## config.mk

```make
export PLATFORM = sky130hd
export DESIGN_NAME = sa_aw_channel
export DESIGN_NICKNAME = d
export VERILOG_FILES = /design/src/rtl/sa_aw_channel.sv
export SDC_FILE = /design/constraint.sdc
export NUM_CORES = 1
export LEC_CHECK = 0
export CAP_MARGIN = 10
export CORE_AREA = 2 2 78 80
export DETAILED_ROUTE_END_ITERATION = 8
export DIE_AREA = 0 0 80 82
export DONT_BUFFER_PORTS = 1
export PLACE_DENSITY = 0.68
export SYNTH_ARGS = -nofsm -noshare
export SYNTH_HDL_FRONTEND = slang
export SYNTH_SLANG_ARGS = --single-unit
```

## constraint.sdc

```tcl
create_clock -name ACLK_i -period 2.2 [get_ports ACLK_i]
set_input_delay 0.55 -clock ACLK_i [delete_from_list [all_inputs] [get_ports ACLK_i]]
set_output_delay 0.55 -clock ACLK_i [all_outputs]
set_load 0.01 [all_outputs]
```

## src/rtl/sa_aw_channel.sv

```systemverilog
// Slave-arbiter AW stage: picks one dispatcher per grant (round-robin by default,
// lowest index first when SA_AW_FIXED_PRIORITY_EN is defined), registers the beat
// toward the slave with the master index prefixed to AWID, and pushes
// {master index, AWLEN} to the WDATA order FIFO in the grant cycle.
// Latency: 1 cycle from the dispatcher handshake to s_AWvalid_o. Throughput is
// 1 AW/cycle while s_AWready_i=1.
// Backpressure: a grant needs a free or draining output slot and no W_stall_i.
module sa_aw_channel #(
  parameter int MST_AMT           = 3,
  parameter int MST_ID_W          = $clog2(MST_AMT),
  parameter int TRANS_MST_ID_W    = 5,
  parameter int ADDR_WIDTH        = 32,
  parameter int TRANS_BURST_W     = 2,
  parameter int TRANS_DATA_LEN_W  = 3,
  parameter int TRANS_DATA_SIZE_W = 3
) (
  input  logic                                  ACLK_i,
  input  logic                                  ARESETn_i,
  input  logic [TRANS_MST_ID_W*MST_AMT-1:0]     dsp_AWid_i,
  input  logic [ADDR_WIDTH*MST_AMT-1:0]         dsp_AWaddr_i,
  input  logic [TRANS_BURST_W*MST_AMT-1:0]      dsp_AWburst_i,
  input  logic [TRANS_DATA_LEN_W*MST_AMT-1:0]   dsp_AWlen_i,
  input  logic [TRANS_DATA_SIZE_W*MST_AMT-1:0]  dsp_AWsize_i,
  input  logic [MST_AMT-1:0]                    dsp_AWvalid_i,
  input  logic [MST_AMT-1:0]                    dsp_slv_sel_i,
  output logic [MST_AMT-1:0]                    dsp_AWready_o,
  output logic [MST_ID_W+TRANS_MST_ID_W-1:0]    s_AWid_o,
  output logic [ADDR_WIDTH-1:0]                 s_AWaddr_o,
  output logic [TRANS_BURST_W-1:0]              s_AWburst_o,
  output logic [TRANS_DATA_LEN_W-1:0]           s_AWlen_o,
  output logic [TRANS_DATA_SIZE_W-1:0]          s_AWsize_o,
  output logic                                  s_AWvalid_o,
  input  logic                                  s_AWready_i,
  output logic [MST_ID_W-1:0]                   W_mst_id_o,
  output logic [TRANS_DATA_LEN_W-1:0]           W_AxLEN_o,
  output logic                                  W_fifo_order_wr_en_o,
  input  logic                                  W_stall_i
);

  typedef struct packed {
    logic [MST_ID_W+TRANS_MST_ID_W-1:0] id;
    logic [ADDR_WIDTH-1:0]              addr;
    logic [TRANS_BURST_W-1:0]           burst;
    logic [TRANS_DATA_LEN_W-1:0]        len;
    logic [TRANS_DATA_SIZE_W-1:0]       size;
  } aw_beat_t;

  logic [MST_AMT-1:0]          req;
  logic                        can_accept;
  logic                        grant_hit;
  logic                        grant_fire;
  logic [MST_ID_W-1:0]         grant_idx;
  logic [TRANS_MST_ID_W-1:0]   sel_id;
  logic [ADDR_WIDTH-1:0]       sel_addr;
  logic [TRANS_BURST_W-1:0]    sel_burst;
  logic [TRANS_DATA_LEN_W-1:0] sel_len;
  logic [TRANS_DATA_SIZE_W-1:0] sel_size;
  aw_beat_t                    beat_q, beat_d;
  logic                        valid_q, valid_d;

  assign req        = dsp_AWvalid_i & dsp_slv_sel_i;
  assign can_accept = ~valid_q | s_AWready_i;
  // Gated by the reset input so no ready or FIFO push can leak out while reset is held.
  assign grant_fire = ARESETn_i & can_accept & ~W_stall_i & grant_hit;

`ifdef SA_AW_FIXED_PRIORITY_EN
  // Fixed priority: scan downwards so the lowest requesting index is the last write and wins.
  always_comb begin
    grant_hit = 1'b0;
    grant_idx = '0;
    for (int i = MST_AMT - 1; i >= 0; i--) begin
      if (req[i]) begin
        grant_hit = 1'b1;
        grant_idx = MST_ID_W'(i);
      end
    end
  end
`else
  logic [MST_ID_W-1:0] rr_ptr_q, rr_ptr_d;
  int                  scan_idx;

  // Round-robin: scan offsets downwards so the smallest offset from rr_ptr wins.
  always_comb begin
    grant_hit = 1'b0;
    grant_idx = '0;
    scan_idx  = 0;
    for (int k = MST_AMT - 1; k >= 0; k--) begin
      scan_idx = (int'(rr_ptr_q) + k) % MST_AMT;
      if (req[scan_idx]) begin
        grant_hit = 1'b1;
        grant_idx = MST_ID_W'(scan_idx);
      end
    end
  end

  // The pointer moves just past the winner, wrapping at the last master.
  always_comb begin
    rr_ptr_d = rr_ptr_q;
    if (grant_fire) begin
      rr_ptr_d = (grant_idx == MST_ID_W'(MST_AMT - 1)) ? '0 : grant_idx + MST_ID_W'(1);
    end
  end

  // Pointer state; reset returns it to master 0 immediately.
  always_ff @(posedge ACLK_i or negedge ARESETn_i) begin
    if (!ARESETn_i) rr_ptr_q <= '0;
    else            rr_ptr_q <= rr_ptr_d;
  end
`endif

  // Pick the granted master's fields out of the packed per-master buses.
  always_comb begin
    sel_id    = dsp_AWid_i   [int'(grant_idx)*TRANS_MST_ID_W    +: TRANS_MST_ID_W];
    sel_addr  = dsp_AWaddr_i [int'(grant_idx)*ADDR_WIDTH        +: ADDR_WIDTH];
    sel_burst = dsp_AWburst_i[int'(grant_idx)*TRANS_BURST_W     +: TRANS_BURST_W];
    sel_len   = dsp_AWlen_i  [int'(grant_idx)*TRANS_DATA_LEN_W  +: TRANS_DATA_LEN_W];
    sel_size  = dsp_AWsize_i [int'(grant_idx)*TRANS_DATA_SIZE_W +: TRANS_DATA_SIZE_W];
  end

  // Ready and order-FIFO push are combinational so they coincide with the handshake.
  always_comb begin
    dsp_AWready_o        = grant_fire ? (MST_AMT'(1) << grant_idx) : '0;
    W_fifo_order_wr_en_o = grant_fire;
    W_mst_id_o           = grant_idx;
    W_AxLEN_o            = sel_len;
  end

  // Output slot: load on grant (refilling even while draining), clear on drain, else hold.
  always_comb begin
    beat_d  = beat_q;
    valid_d = valid_q;
    if (grant_fire) begin
      beat_d.id    = {grant_idx, sel_id};
      beat_d.addr  = sel_addr;
      beat_d.burst = sel_burst;
      beat_d.len   = sel_len;
      beat_d.size  = sel_size;
      valid_d      = 1'b1;
    end else if (s_AWready_i) begin
      valid_d = 1'b0;
    end
  end

  // Output register; reset drops any held beat immediately.
  always_ff @(posedge ACLK_i or negedge ARESETn_i) begin
    if (!ARESETn_i) begin
      beat_q  <= '0;
      valid_q <= 1'b0;
    end else begin
      beat_q  <= beat_d;
      valid_q <= valid_d;
    end
  end

  assign s_AWvalid_o = valid_q;
  assign s_AWid_o    = beat_q.id;
  assign s_AWaddr_o  = beat_q.addr;
  assign s_AWburst_o = beat_q.burst;
  assign s_AWlen_o   = beat_q.len;
  assign s_AWsize_o  = beat_q.size;

endmodule
```

-- Word level (Yosys, flattened, before mapping)
Cells that the tools add are included.
- input bits: 145
- bits in registers: 50
- $add $sub $neg: 3
- $mul: 2
- bitwise operators: 7
- order comparisons: 3
- multiplexer cells: 19
- reductions and logical operators: 1
- shifts and indexed selects: 6
- divide/modulo/power cells: 3
- eq/ne operators: 1
- operators by type and width (operator ; count):
    32-bit by 4-bit < comparator with 1-bit output, second input constant ; 3
    96-bit by 8-bit indexed part select with 32-bit output ; 1
    32-bit by 3-bit remainder unit with 32-bit output, second input constant ; 2
    3-bit by 3-bit remainder unit with 32-bit output, second input constant ; 1
    9-bit by 32-bit indexed part select with 3-bit output ; 1
    15-bit by 6-bit indexed part select with 5-bit output ; 1
    1-bit two-way mux ; 11
    9-bit by 5-bit indexed part select with 3-bit output ; 1
    2-bit two-way mux ; 4
    1-bit binary-select mux with 2-bit select ; 3
    6-bit by 4-bit indexed part select with 2-bit output ; 1
    2-bit by 3-bit multiplier with 5-bit output, second input constant ; 1
    2-bit by 2-bit multiplier with 4-bit output, second input constant ; 1
    2-bit by 1-bit adder with 3-bit output, second input constant ; 1
    2-bit by 2-bit adder with 3-bit output, second input constant ; 1
    1-bit bitwise AND ; 3
    3-bit bitwise AND ; 1
    3-bit two-way mux ; 1
    1-bit by 2-bit << shifter with 3-bit output, first input constant ; 1
    2-bit by 1-bit adder with 2-bit output, second input constant ; 1
    2-bit == test, second input constant ; 1
    1-bit NOT ; 2
    2-bit nonzero test ; 1
    1-bit bitwise OR ; 1

-- Longest topological paths before layout
Gate-level depths: netlist (run 1).
- depth in word-level cells: 10
- gate-level depth with buffers: 10
- depth with buffers taken out: 9

-- Worst setup path before layout (run 1)
OpenSTA, ideal clock, no wires.
- path kind: flip-flop to output port
- start: register rr_ptr_q[0]
- end: output W_fifo_order_wr_en_o
- buffers on the path: 2
- cell stages (with the launch flop): 9
- slack: -0.189 ns
- arrival time: 1.839 ns
- data required time: 1.650 ns
- cell sequence: dfrtp_1 -> inv_1 -> ha_1 -> and3_1 -> a31oi_1 -> nand4_1 -> inv_2 -> buf_2 -> buf_2
- word-level cells in the longest chain between the ends: 9
- elaborated cells on any way between the ends: 18
- classes of those cells: add/sub (2); div (3); mux (12); bitwise (1)
- ends and longest elaborated chain (element ; line ; source):
    start: declaration ; 79 ; logic [MST_ID_W-1:0] rr_ptr_q, rr_ptr_d;
    start signal: assignment ; 107 ; else rr_ptr_q <= rr_ptr_d;
    2-bit by 2-bit adder with 3-bit output ; 88 ; scan_idx = (int'(rr_ptr_q) + k) % MST_AMT;
    32-bit by 3-bit remainder unit with 32-bit output ; 88 ;
    1-bit binary-select mux with 2-bit select ; 89 ; if (req[scan_idx]) begin
    1-bit two-way mux (not written as such) (2 in series) ; 89 ;
    1-bit two-way mux (2 in series) ; 89 ;
    1-bit two-way mux * ; 89 ;
    1-bit bitwise AND * ; 64 ; assign grant_fire = ARESETn_i & can_accept & ~W_stall_i & grant_hit;
    end: declaration ; 36 ; output logic W_fifo_order_wr_en_o,
Every way passes the cells marked *; elsewhere a longest branch is shown, timed or not. The select of a mux whose other input is x is not followed.

-- Worst setup path in the final report (run 1)
- start: register rr_ptr_q[0]
- end: output W_AxLEN_o[2]
- word-level cells in the longest chain between the ends: 10
- elaborated cells on any way between the ends: 19
- classes of those cells: add/sub (2); mul (1); div (3); shift (1); mux (12)
- ends and longest elaborated chain (element ; line ; source):
    2-bit by 2-bit adder with 3-bit output ; 88 ;
    32-bit by 3-bit remainder unit with 32-bit output ; 88 ;
    1-bit binary-select mux with 2-bit select ; 89 ;
    1-bit two-way mux (not written as such) (2 in series) ; 89 ;
    2-bit two-way mux (2 in series) ; 89 ;
    2-bit two-way mux * ; 89 ;
    2-bit by 2-bit multiplier with 4-bit output * ; 116 ; sel_len = dsp_AWlen_i [int'(grant_idx)*TRANS_DATA_LEN_W +: TRANS_DATA_LEN_W];
    9-bit by 32-bit indexed part select with 3-bit output * ; 116 ;
    end: declaration ; 35 ; output logic [TRANS_DATA_LEN_W-1:0] W_AxLEN_o,
Marks and branches as above.

==> results.md, run 1 <==
* Status: finished, violations left
* Iteration count of the initial detailed-routing pass at 7
* Total number of vias at 2521
* HPWL Detailed at 6039 um
* Gr ovfl total at 0
* CTS clk-pin slew, worst paths at 0.09 ns
* Share of the yosys chip area belonging to registers at 47.30%
* Cell taking the most area after synthesis: dfrtp_1
* Clk_lat worst skew at 0.30 ns
* Simple-Gate Fraction of Synth Area at 10.69%
* ANT cells at 0
* Synth warn at 0
* Clk pwr share at 10.7%
* Synth Cell Area at 2645 um^2
* Top cells by area, synth: dfrtp_1 (47%), a222oi_1 (9.5%), o21ai_0 (6.4%)
* Ys async rst share at 100.0%
* Sink Count at 50
* Crit end category: output pin
* Synth Area in Compound Gates at 34.86%
* Max Cap Viol at 0
* Starting Density at 46.04%
* Worst Path Class, Setup: reg -> out
* Die Y at 82 um
* Min-Delay Path Class: in -> async
* Die Wd at 80 um
* Hold WS at 0.09660 ns
* EDFF count, synth at 0
* Xor and xnor area share after synthesis at 0%
* Initial antenna violation count at 0
* DRC at 0
* Drt initial violations at 240
* Antenna-violating nets left at 0
* Failing checks: setup timing
* Switching share of power at 41.71%
* CTS tree: built
* Pint at 2.759 mW
* Worst EP arrival at 2.10 ns
* Fillers at 497
* Worst setup margin at -0.4549 ns
* RSZ-0062 raised after global routing: yes
* Final setup fails at 37
* H-tree Lvls at 2
* P_leak at 1.458 nW
* Net Sw Power at 1.975 mW
* Rows at 28
* All-Layer GR Usage at 24.47%
* Logic pwr share at 49.2%
* Placed Area at 2897 um^2
* Drt wl/cell at 22.47 um
* Synth top area share at 47.30%
* Most frequent cells in the layout: dfrtp_1 (50), buf_4 (28), nor2_1 (26)
* Final count of hold timing violations at 0
* Post-Synthesis Cells at 281
* Peak Freq at 376.7 MHz
* Port bufs at 0
* Startpoint Class: register
* Least-Margin Pin Slew at 0.4151 ns
* Final Cell Area at 3445 um^2
* CP max FO at 6
* Tmin final at 2.655 ns
* CTS Buffer Depth at 2
* Worst EP required at 1.65 ns
* Layout cells sized above 1 at 26.75%
* Clock skew at 0.008426 ns
* Syn Nets at 428
* Rel. slew slack at 72.33%
* Final period util at 120.7%
* Final Max Tran Viols at 0
* Register-to-Register Setup Slack at -0.19 ns
* Vias/cell at 6.481
* Vias in the first global route at 2311
* Commonest non-fill, non-tap cell in the layout: dfrtp_1
* Post-synthesis mux area share at 1.277%
* Reg2Reg Depth at 9
* Synth unique cells at 34
* Top Ports at 202
* Largest family of logic cells by synthesized area: compound AO/OA/AOI/OAI gates
* Mean post-synth cell area at 9.413 um^2
* Largest net degree at the start of global routing at 51
* Post-Synth Adder-Cell Area at 0.9461%
* Primary FF master, synth: dfrtp_1
* Reg-to-reg endpoint: s_AWburst_o[0]
* Sequential share of power at 40.0%
* Worst r2r src: rr_ptr_q[0]
* Max VDD drop at 0.6605 mV
* Core area at 5746 um^2
* TritonCTS buffer count at 5
* First-pass GRT wire length at 12080 um
* # nets final at 461
* Die footprint at 6560 um^2
* Final wirelength at 8740 um
* Layout Area Growth over Synthesis at 30.23%
* Seq cells post-synth at 50
* Cell Pwr Density at 1374 nW/um^2
* Root buffer cell: clkbuf_8
* RePlAce Congestion at 0.9001
critical path, cell delays in order (launching register included):
cell      delay [ns]
dfrtp_1         0.43
inv_2           0.09
ha_4            0.21
a22o_1          0.26
a221oi_4        0.30
buf_6           0.16
and3_1          0.15
a221o_1         0.21
Yosys cell counts, types with 4 or more instances:
master and instances:
buf_2 14, a222oi_1 25, nor2_1 29, a21oi_1 25, o21ai_0 34, dfrtp_1 50
and3_1 4, a31oi_1 18, clkbuf_1 6, nand2_1 21, a21o_1 4, a21boi_0 17
metal layers:
metal  track usage, %  up-vias  wire length, um
met1            30.29     1214             3346
met3            6.154       10              782
li1                 -     1143                -
met5                0        -                0
met4            6.271        0              100
met2            42.75      154             4511
through the flow:
stage	power, mW	utilization, %	TNS, ns	setup WS (ns)	std cells
after detailed placement	3.681	50.41	-1.890	-0.1446	359
final	4.734	59.95	-6.323	-0.4549	389
after global placement	3.603	50.41	-0.2300	-0.07377	359
after global routing	5.065	59.95	-11.93	-0.5645	389
after floorplan	3.089	-	-0.3061	-0.1166	281
after CTS	4.464	55.92	-6.119	-0.4514	378
kinds of logic (layout without fill, tap and decap cells):
logic type                 count (synthesis)  count (layout)
adders and majority gates                  2               2
AOI/OAI and AO/OA                        133             133
DFF                                       50              50
and+or+nand+nor                           64              64
buffers and inverters                     29              62
muxes                                      3               3
final cells by class:
| class | instances | area (um^2) | area share [%] |
|---|---|---|---|
| inverters | 5 | 28.78 | 0.8355 |
| well taps | 75 | 93.84 | 2.724 |
| repair buffers | 50 | 615.6 | 17.87 |
| multi-input cells | 202 | 1379 | 40.03 |
| flip-flops and latches | 50 | 1251 | 36.32 |
| clock buffers | 7 | 76.32 | 2.216 |
repair_timing:
item / 4_1_cts / 5_1_grt
gates resized for setup: 21 / 40
endpoints found under the hold margin: 50 / 0
pin swaps: 6 / 13
gates cloned: 4 / 3
setup endpoints to repair: 35 / 54
hold buffers: 1 / 0
buffers inserted: 8 / 8
sequential cells by signal (all words and copies together), names as in the netlist:
signal       cells
s_AWid_o         7
s_AWaddr_o      32
s_AWsize_o       3
s_AWlen_o        3
rr_ptr_q         2
s_AWvalid_o      1
s_AWburst_o      2
worst max-delay path by stage:
stage,startpoint,endpoint,slack [ns],cells after the start
2_1_floorplan,rr_ptr_q[0],W_AxLEN_o[1],-0.12,7
3_3_place_gp,rr_ptr_q[0],W_AxLEN_o[2],-0.07,7
3_5_place_dp,rr_ptr_q[0],W_AxLEN_o[2],-0.14,7
4_1_cts,rr_ptr_q[0],W_AxLEN_o[2],-0.45,7
5_1_grt,rr_ptr_q[0],W_AxLEN_o[2],-0.56,7
6_report,rr_ptr_q[0],W_AxLEN_o[2],-0.45,7
power by group through the flow:
stage	clock network [mW]	registers (mW)	logic (mW)
2_1_floorplan	0	1.80	1.29
3_3_place_gp	0	1.90	1.70
3_5_place_dp	0	1.91	1.78
4_1_cts	0.518	1.89	2.06
5_1_grt	0.562	1.95	2.55
6_report	0.508	1.90	2.33
Power figures use the tool's default switching activity.
==> inputs of run 2 (changes only) <==
==> constraint.sdc (replaced) <==
create_clock -name ACLK_i -period 2.2 [get_ports ACLK_i]
set_input_delay 0 -clock ACLK_i [delete_from_list [all_inputs] [get_ports ACLK_i]]
set_output_delay 0 -clock ACLK_i [all_outputs]
set_load 0.01 [all_outputs]
==> results.md, run 2 <==
* Status: stopped before the end
* Halt Stage: clock tree synthesis (4_1_cts)
* Run Error: [ERROR RSZ-0060] Max buffer count reached.
* Synth unique cells at 34 (unchanged)
* Primary FF master, synth: dfrtp_1
* Seq cells post-synth at 50 (unchanged)
* Most common cell in the synthesized netlist: dfrtp_1
* Post-cts resize count at 10 (-52%)
* Mean post-synth cell area at 9.413 um^2 (unchanged)
* Port bufs at 0 (unchanged)
* Share of the yosys chip area belonging to registers at 47.30% (unchanged)
* Cell Count Post-Placement at 357 (-0.56%)
* H-tree Lvls at 2 (unchanged)
* Commonest cells post-synth: dfrtp_1 (50), o21ai_0 (34), nor2_1 (29)
* TritonCTS buffer count at 5 (unchanged)
* Rows at 28 (unchanged)
* Root buffer cell: clkbuf_8
* Sink Count at 50 (unchanged)
* Post-Place Setup Slack at -0.02120 ns (+0.1234 ns)
* Synth warn at 0 (unchanged)
* Die Y at 82 um (unchanged)
* Synth top area share at 47.30% (unchanged)
* EDFF count, synth at 0 (unchanged)
* Post-Synthesis Cells at 281 (unchanged)
* Top cells by area, synth: dfrtp_1 (47%), a222oi_1 (9.5%), o21ai_0 (6.4%)
* Post-CTS Hold Buffers at 101 (+100)
* Top Ports at 202 (unchanged)
* CTS Buffer Depth at 2 (unchanged)
* HPWL Detailed at 5987 um (-0.85%)
* Die Wd at 80 um (unchanged)
* Cell taking the most area after synthesis: dfrtp_1
* Ys async rst share at 100.0% (unchanged)
* Setup Buffers After CTS at 4 (-4)
* Starting Density at 46.04% (unchanged)
* Syn Nets at 428 (unchanged)
* RePlAce Congestion at 0.9063 (+0.69%)
* Synth Cell Area at 2645 um^2 (unchanged)
==> run 2: logic make-up after synthesis <==
group,share of synthesized area (%)
mux,1.277
simple gates,10.69
flops,47.30
fa+ha+maj,0.9459
compound gates,34.86
buf+inv,4.920
==> run 2: metrics by stage <==
step | utilization, % | area (um^2)
2_1_floorplan | - | 2658
3_3_place_gp | 50.09 | 2878
3_5_place_dp | 50.09 | 2878
==> inputs of run 3 (changes only) <==
CORE_AREA = not set   (was 2 2 78 80)
CORE_MARGIN = 2   (was not set)
CORE_UTILIZATION = 40   (was not set)
DIE_AREA = not set   (was 0 0 80 82)
PLACE_DENSITY = not set   (was 0.68)
PLACE_DENSITY_LB_ADDON = 0.15   (was not set)
clock period = 2.9 ns   (was 2.2 ns; I/O delays follow)
==> results.md, run 3 <==
* Die Wd at 85.32 um (+6.6%)
* Post-CTS Hold Buffers at 101 (unchanged)
* Root buffer cell: clkbuf_8
* Sink Count at 50 (unchanged)
* Top Ports at 202 (unchanged)
* Setup Buffers After CTS at 0 (-4)
* Syn Nets at 428 (unchanged)
* Port bufs at 0 (unchanged)
* Status: stopped before the end
* CTS Buffer Depth at 2 (unchanged)
* Ys async rst share at 100.0% (unchanged)
* Synth Cell Area at 2645 um^2 (unchanged)
* Commonest cells post-synth: dfrtp_1 (50), o21ai_0 (34), nor2_1 (29)
* TritonCTS buffer count at 5 (unchanged)
* Share of the yosys chip area belonging to registers at 47.30% (unchanged)
* HPWL Detailed at 5903 um (-1.4%)
* Synth top area share at 47.30% (unchanged)
* Rows at 29 (+3.6%)
* RePlAce Congestion at 0.7932 (-12%)
* Post-cts resize count at 0 (-10)
* Synth warn at 0 (unchanged)
* Die Y at 85.32 um (+4.0%)
* EDFF count, synth at 0 (unchanged)
* Primary FF master, synth: dfrtp_1
* H-tree Lvls at 2 (unchanged)
* Mean post-synth cell area at 9.413 um^2 (unchanged)
* Most common cell in the synthesized netlist: dfrtp_1
* Top cells by area, synth: dfrtp_1 (47%), a222oi_1 (9.5%), o21ai_0 (6.4%)
* Seq cells post-synth at 50 (unchanged)
* Post-Synthesis Cells at 281 (unchanged)
* Run Error: [ERROR RSZ-0060] Max buffer count reached.
* Cell taking the most area after synthesis: dfrtp_1
* Synth unique cells at 34 (unchanged)
* Halt Stage: clock tree synthesis (4_1_cts)
* Starting Density at 41.42% (-4.6 points)
==> run 3: per-stage QoR <==
| step | hold WS, ns | worst slack (ns) | instance area (um^2) | utilization [%] | std cells |
|---|---|---|---|---|---|
| detailed placement | -0.2942 | 0.2336 | 2785 | 43.61 | 353 |
| floorplan | -0.2956 | 0.6656 | 2645 | - | 281 |
| global placement | -0.2944 | 0.3568 | 2785 | 43.61 | 353 |
==> run 3: kinds of logic after synthesis <==
| logic type | after synthesis | synth area share (%) |
|---|---|---|
| simple gates | 64 | 10.69 |
| mux | 3 | 1.277 |
| buf+inv | 29 | 4.920 |
| compound gates | 133 | 34.86 |
| flops | 50 | 47.30 |
| fa+ha+maj | 2 | 0.9459 |
